[src/rtl/uart_rx_deserializer.sv]
// UART receive front end: 2-flop synchronizer, mid-bit sampling FSM, per-byte parity/framing flags.
// Optional build macro UART_RX_MAJORITY_VOTE_EN selects 2-of-3 majority sampling around mid-bit.
module uart_rx_deserializer #(
  parameter int CLOCK_FREQUENCY    = 50_000_000,
  parameter int BAUD_RATE          = 115_200,
  parameter int INCLUDE_PARITY_BIT = 1,
  parameter int STOP_BITS          = 1
) (
  input  logic       clock,
  input  logic       clear,
  input  logic       uart_rx,
  output logic       data_out_valid,
  output logic [7:0] data_out,
  output logic       parity_error,
  output logic       stop_bit_unstable
);

  localparam int CLOCKS_PER_BIT = CLOCK_FREQUENCY / BAUD_RATE;
  localparam int CW             = (CLOCKS_PER_BIT > 1) ? $clog2(CLOCKS_PER_BIT) : 1;

`ifdef UART_RX_MAJORITY_VOTE_EN
  localparam int SAMPLE_DELAY = 1;
  localparam int MIN_CPB      = 6;
`else
  localparam int SAMPLE_DELAY = 0;
  localparam int MIN_CPB      = 4;
`endif

  localparam logic [CW-1:0] START_SAMPLE = CW'(CLOCKS_PER_BIT / 2 - 1 + SAMPLE_DELAY);
  localparam logic [CW-1:0] LAST_COUNT   = CW'(CLOCKS_PER_BIT - 1);
  localparam logic          LAST_STOP    = 1'(STOP_BITS - 1);

  if (CLOCKS_PER_BIT < MIN_CPB) begin : g_cpb_check
    $error("uart_rx_deserializer: CLOCKS_PER_BIT too small for the selected sampling mode");
  end
  if ((STOP_BITS != 1) && (STOP_BITS != 2)) begin : g_stop_check
    $error("uart_rx_deserializer: STOP_BITS must be 1 or 2");
  end

  typedef enum logic [2:0] {
    S_IDLE   = 3'd0,
    S_START  = 3'd1,
    S_DATA   = 3'd2,
    S_PARITY = 3'd3,
    S_STOP   = 3'd4
  } state_t;

  // Even parity: data plus parity bit must hold an even number of ones.
  function automatic logic parity_mismatch(input logic [7:0] data, input logic par_bit);
    parity_mismatch = (^data) ^ par_bit;
  endfunction

  function automatic logic majority3(input logic a, input logic b, input logic c);
    majority3 = (a & b) | (a & c) | (b & c);
  endfunction

  state_t        state_q;
  logic [CW-1:0] count_q;
  logic [2:0]    bit_idx_q;
  logic          stop_idx_q;
  logic [7:0]    shift_q;
  logic          parity_err_q;
  logic          stop_err_q;
  logic          rx_meta_q;
  logic          rx_s_q;
  logic          valid_q;
  logic [7:0]    data_q;
  logic          parity_out_q;
  logic          stop_out_q;
  logic          sample_bit_d;
  logic          count_wrap_d;

`ifdef UART_RX_MAJORITY_VOTE_EN
  logic [1:0] rx_hist_q;

  // Two previous rx_s values; with the current one they span mid-1..mid+1 at the sample point.
  always_ff @(posedge clock) begin
    if (!clear) begin
      rx_hist_q <= 2'b11;
    end else begin
      rx_hist_q <= {rx_hist_q[0], rx_s_q};
    end
  end

  assign sample_bit_d = majority3(rx_s_q, rx_hist_q[0], rx_hist_q[1]);
`else
  assign sample_bit_d = rx_s_q;
`endif

  assign count_wrap_d = (count_q == LAST_COUNT);

  // Synchronizer, receive FSM and registered byte outputs.
  always_ff @(posedge clock) begin
    if (!clear) begin
      rx_meta_q    <= 1'b1;
      rx_s_q       <= 1'b1;
      state_q      <= S_IDLE;
      count_q      <= '0;
      bit_idx_q    <= 3'd0;
      stop_idx_q   <= 1'b0;
      shift_q      <= 8'd0;
      parity_err_q <= 1'b0;
      stop_err_q   <= 1'b0;
      valid_q      <= 1'b0;
      data_q       <= 8'd0;
      parity_out_q <= 1'b0;
      stop_out_q   <= 1'b0;
    end else begin
      rx_meta_q    <= uart_rx;
      rx_s_q       <= rx_meta_q;
      valid_q      <= 1'b0;
      parity_out_q <= 1'b0;
      stop_out_q   <= 1'b0;

      case (state_q)
        S_IDLE: begin
          count_q <= '0;
          if (!rx_s_q) begin
            state_q <= S_START;
          end
        end

        S_START: begin
          if (count_q == START_SAMPLE) begin
            count_q <= '0;
            if (sample_bit_d) begin
              state_q <= S_IDLE;
            end else begin
              bit_idx_q <= 3'd0;
              state_q   <= S_DATA;
            end
          end else begin
            count_q <= count_q + 1'b1;
          end
        end

        S_DATA: begin
          if (count_wrap_d) begin
            count_q   <= '0;
            shift_q   <= {sample_bit_d, shift_q[7:1]};
            bit_idx_q <= bit_idx_q + 3'd1;
            if (bit_idx_q == 3'd7) begin
              stop_idx_q <= 1'b0;
              if (INCLUDE_PARITY_BIT != 0) begin
                state_q <= S_PARITY;
              end else begin
                state_q <= S_STOP;
              end
            end
          end else begin
            count_q <= count_q + 1'b1;
          end
        end

        S_PARITY: begin
          if (count_wrap_d) begin
            count_q      <= '0;
            parity_err_q <= parity_mismatch(shift_q, sample_bit_d);
            stop_idx_q   <= 1'b0;
            state_q      <= S_STOP;
          end else begin
            count_q <= count_q + 1'b1;
          end
        end

        S_STOP: begin
          if (count_wrap_d) begin
            count_q <= '0;
            if (stop_idx_q == LAST_STOP) begin
              // Leave at mid-stop-bit so a back-to-back start edge is not missed.
              valid_q      <= 1'b1;
              data_q       <= shift_q;
              parity_out_q <= parity_err_q;
              stop_out_q   <= stop_err_q | ~sample_bit_d;
              parity_err_q <= 1'b0;
              stop_err_q   <= 1'b0;
              stop_idx_q   <= 1'b0;
              state_q      <= S_IDLE;
            end else begin
              stop_err_q <= stop_err_q | ~sample_bit_d;
              stop_idx_q <= stop_idx_q + 1'b1;
            end
          end else begin
            count_q <= count_q + 1'b1;
          end
        end

        default: begin
          count_q <= '0;
          state_q <= S_IDLE;
        end
      endcase
    end
  end

  assign data_out_valid    = valid_q;
  assign data_out          = data_q;
  assign parity_error      = parity_out_q;
  assign stop_bit_unstable = stop_out_q;

endmodule

[config.mk]
export PLATFORM = sky130hd
export DESIGN_NAME = uart_rx_deserializer
export DESIGN_NICKNAME = d
export VERILOG_FILES = /design/src/rtl/uart_rx_deserializer.sv
export SDC_FILE = /design/constraint.sdc
export NUM_CORES = 1
export LEC_CHECK = 0
export BUFFER_PORTS_ARGS = -buffer_cell sky130_fd_sc_hd__buf_2
export CAP_MARGIN = 20
export CORE_ASPECT_RATIO = 0.5
export CORE_MARGIN = 2
export CORE_UTILIZATION = 62
export DETAILED_ROUTE_END_ITERATION = 12
export PLACE_DENSITY = 0.78
export SLEW_MARGIN = 20
export SYNTH_ARGS = -nofsm -noshare
export SYNTH_HDL_FRONTEND = slang
export SYNTH_SLANG_ARGS = --single-unit
export TNS_END_PERCENT = 5
[constraint.sdc]
create_clock -name clock -period 3.3 [get_ports clock]
set_input_delay 0.66 -clock clock [delete_from_list [all_inputs] [get_ports clock]]
set_output_delay 0.66 -clock clock [all_outputs]
set_load 0.02 [all_outputs]
# == After elaboration in Yosys (flattened, before gate mapping) ==
# Index checks and enable logic that the tools add are counted.
# word_totals
ff_bits,39
inputBits,3
word_cells,81
# classes
addsub,3
eq_ne,15
n_mux,28
bitwise,7
n_reduce_logical,15
# op_table
cell,n
3-bit 2-to-1 mux,10
9-bit 2-to-1 mux,2
9-bit one-hot mux with 2 select lines,1
2-bit inequality test (second input constant),8
3-bit one-hot mux with 5 select lines,1
1-bit 2-to-1 mux,10
9-bit by 1-bit adder with 9-bit output (second input constant),1
9-bit by 8-bit == test with 1-bit output (second input constant),1
9-bit == test (second input constant),1
4-bit AND reduction,2
8-bit parity,1
7-bit AND reduction,1
3-bit by 2-bit == test with 1-bit output (second input constant),2
3-bit == test (second input constant),2
3-bit one-hot mux with 2 select lines,1
3-bit AND reduction,2
1-bit inverter,5
5-bit AND reduction,1
2-bit AND reduction,2
2-bit nonzero test,2
4-bit OR reduction,1
3-bit by 1-bit adder with 3-bit output (second input constant),1
3-bit by 1-bit == test with 1-bit output (second input constant),1
3-bit logical NOT,1
other kinds (8),8

# == Longest topological paths before layout ==
# depth
ltp_word,4
ltp_mapped,8

# == Least setup slack after synthesis ==
# OpenSTA, ideal clock, no wires.
# synth_timing
path_kind,register -> register
startpoint,reg count_q[0]
endpoint,reg shift_q[0]
setup_time_ps,116
arrival_time_ps,1628
setup_slack_ps,1556
path_stages_with_launch,8
n_path_buf,1
synth_period_minus_slack_ps,1744
path_cell_list,dfxtp_1 > ha_1 > nand4b_2 > or3_4 > or3_1 > buf_2 > nand2_1 > a21boi_1
# synth_between
elab_chain_len,2
# synth_rtl
item,line_no,text
start: declaration,58,logic [CW-1:0] count_q;
start signal: assignment,133,count_q <= count_q + 1'b1;
start signal: assignment,151,count_q <= count_q + 1'b1;
start signal: assignment,162,count_q <= count_q + 1'b1;
9-bit == test,90,assign count_wrap_d = (count_q == LAST_COUNT);
2-bit AND reduction (no line),-,
end signal: assignment,140,"shift_q <= {sample_bit_d, shift_q[7:1]};"
end: declaration,61,logic [7:0] shift_q;
# No other way between the ends.
# A chain may end at the register's enable or synchronous reset.

# == Final worst setup path ==
# layout_timing
startpoint,reg count_q[0]
endpoint,reg bit_idx_q[2]
# layout_between
elab_chain_len,3
word_cells_on_any_way,5
classes_between,4 x eq/ne; 1 x reduce/logical
# layout_rtl
item,line_no,text
9-bit by 8-bit == test with 1-bit output or 9-bit == test (tied branches),"124, 90",
2-bit inequality test (no line),-,
4-bit AND reduction (no line) (*),-,
end signal: assignment,141,bit_idx_q <= bit_idx_q + 3'd1;
end: declaration,59,logic [2:0] bit_idx_q;
# Every way passes the cells marked *; elsewhere a longest branch is shown, timed or not.

==> metrics.md <==
| Metric | Value |
|---|---|
| Worst vdd ir | 0.000269 V |
| Total wire length | 2910 µm |
| RSZ-0062 raised after global routing | no |
| Sequential Power Share | 58.7% |
| Ys Warns | 0 |
| R2R cell count | 6 |
| Number of DRC markers in iteration 0 | 40 |
| Max cap viols | 0 |
| Clock transition at path regs | 0.07 ns |
| Syn Inst Count | 180 |
| Hold Buf Count CTS | 0 |
| Switching Share | 21.5% |
| Critical path peak fanout | 11 |
| Worst Path Arrival | 2.27 ns |
| Root Buffer | clkbuf_8 |
| Seq cells post-synth | 37 |
| CP Capture Type | register |
| Clk sinks | 37 |
| Fmax | 487 MHz |
| Setup TNS | 0 ns |
| Required time of the critical path | 3.52 ns |
| Total congestion overflow | 0 |
| Fin nets | 199 |
| # IOs | 14 |
| Clock power share | 39.2% |
| Worst Tran Pin Value | 0.652 ns |
| # H-tree levels | 2 |
| Sequential area share after synthesis | 43.9% |
| Synth cell types | 40 |
| Syn_nets | 188 |
| Antenna violations before repair | 0 |
| Layout cells sized above 1 | 13.5% |
| Vias per cell | 5.42 |
| DRT antenna net count | 0 |
| Cells taking the most area after synthesis | dfxtp_1 44%, xnor2_1 5.7%, mux2i_1 5.3% |
| # Post-CTS Setup Buffers | 0 |
| Final worst path period share | 62.2% |
| Die ar. | 3180 µm² |
| Largest area contributor in the netlist | dfxtp_1 |
| Setup Viol. Count Final | 0 |
| Via Count | 1241 |
| Final hold vios | 0 |
| Switching power total | 166 µW |
| Static Leak | 0.000703 µW |
| Cts bufs inserted | 5 |
| Int Power | 603 µW |
| DIE HEIGHT | 40.9 µm |
| Synth async-reset ratio | 0% |
| Die X | 77.8 µm |
| Status | finished clean |
| Post-CTS resize count | 0 |
| IO buf count | 13 |
| HP Class | register to register |
| Core ar. | 2590 µm² |
| Number of enable flip-flop cells after synthesis | 0 |
| Initial Util | 65.3% |
| Max clock buf depth | 2 |
| Predominant post-synthesis flop cell | dfxtp_1 |
| CTS tree | yes |
| DR WL/cell | 12.7 µm |
| Largest net degree at the start of global routing | 29 |
| Netlist Area Pre-Place | 1690 µm² |
| Routability Congestion | 0.891 |
| # DRC | 0 |
| Half-perimeter wire length after placement | 2050 µm |
| Total track usage | 19.6% |
| Yosys top cell area share | 43.9% |
| Tmin final | 2.05 ns |
| Worst Hold Path Cells | 1 |
| Rel. slew slack | 56.3% |
| Gate power share | 2.1% |
| PD cells | 418 nW/µm² |
| # fillers | 207 |
| Worst-Skew Late Latency | 0.29 ns |
| Pre-antenna DRT Iters | 4 |
| CP startpoint kind | register |
| Syn_area_per_cell | 9.38 µm² |
| Vias in the first global route | 1033 |
| Row count | 13 |
| ANT cells | 0 |
| Setup Skew | 0.00839 ns |
| Crit Path Category | register to register |
| Area Overhead vs Synth | 8.97% |
| First-pass GRT wire length | 4510 µm |
| Overall Power | 768 µW |
| Fin. max-slew vios | 0 |
==> stage by stage <==
stage / instances / instance area [µm²] / util (%) / hold WS [ns] / setup WS (ns)
after CTS: 229 / 1840 / 71.1 / 0.416 / 1.24
final: 229 / 1840 / 71.1 / 0.413 / 1.25
after floorplan: 180 / 1690 / - / 0.386 / 1.56
after detailed placement: 221 / 1760 / 67.9 / 0.399 / 1.27
after global placement: 221 / 1760 / 67.9 / 0.404 / 1.37
after global routing: 229 / 1840 / 71.1 / 0.456 / 1.10
==> power by group through the flow <==
stage               sequential, µW  combinational (µW)  clock [µW]
finish                         451                16.2         301
detailed placement             461                16.5           0
global placement               461                16.3           0
floorplan                      460                14.3           0
global route                   451                18.2         324
CTS                            451                16.4         306
==> worst max-delay path: stages (launching register included) <==
cell,delay (ns)
dfxtp_1,0.41
ha_1,0.19
nand4b_2,0.16
or3_4,0.39
nor3_2,0.55
a22oi_1,0.14
nor2b_1,0.15
==> logic make-up after synthesis <==
logic type	count (synthesis)	synth area share (%)
mux	9	5.34
simple gates	77	25.1
compound gates	24	10.3
xor+xnor	14	8.08
fa+ha+maj	5	3.71
buf+inv	14	3.63
flops	37	43.9
==> Yosys cell counts, types with 4 or more instances <==
| cell | n |
|---|---|
| a21boi_1 | 9 |
| nor2_1 | 14 |
| dfxtp_1 | 37 |
| nand2_1 | 22 |
| and3_1 | 4 |
| ha_1 | 5 |
| xnor2_1 | 11 |
| clkbuf_1 | 4 |
| mux2i_1 | 9 |
| nand3_1 | 6 |
| nor2b_1 | 13 |
| inv_1 | 5 |
==> cells in the final DEF, fill, tap and decap left out, types with 4 or more instances in the layout <==
| cell type | count |
|---|---|
| dfxtp_1 | 37 |
| nand2_1 | 22 |
| nor2_1 | 14 |
| nor2b_1 | 13 |
| buf_2 | 13 |
| xnor2_1 | 11 |
| mux2i_1 | 9 |
| a21boi_1 | 9 |
| nand3_1 | 6 |
| inv_1 | 5 |
| ha_1 | 5 |
| clkbuf_8 | 5 |
| and3_1 | 4 |
==> flip-flops by register name, summed over array words and instances, names as in the netlist <==
| register | flops |
|---|---|
| data_out | 8 |
| shift_q | 8 |
| bit_idx_q | 3 |
| rx_meta_q | 1 |
| parity_err_q | 1 |
| rx_s_q | 1 |
| stop_bit_unstable | 1 |
| parity_error | 1 |
| count_q | 9 |
| state_q | 3 |
| data_out_valid | 1 |
==> layer usage <==
metal  vias to the layer above  routed length (µm)  track usage (%)
met5                         -                   0                0
met4                         0                  48             11.2
met3                         8                 121             6.83
met2                        25                1300             32.5
met1                       586                1440             23.3
li1                        622                   -                -
==> layout make-up <==
cell class | count | area [µm²] | share of cell area, %
multi-input combinational | 129 | 886 | 48.2
sequential | 37 | 741 | 40.3
clock buffer | 6 | 72.6 | 3.95
timing repair buffer | 13 | 65.1 | 3.54
tap | 37 | 46.3 | 2.52
inverter | 5 | 18.8 | 1.02
clock inverter | 2 | 10.0 | 0.544
==> final timing paths <==
check / from / endpoint / slack [ns]
worst max register to register: count_q[0] / bit_idx_q[2] / 1.25
worst max-delay path: count_q[0] / bit_idx_q[2] / 1.25
worst min-delay path: rx_meta_q / rx_s_q / 0.41
worst min register to register: rx_meta_q / rx_s_q / 0.41
Note: power is estimated with default switching activity, not from simulation.
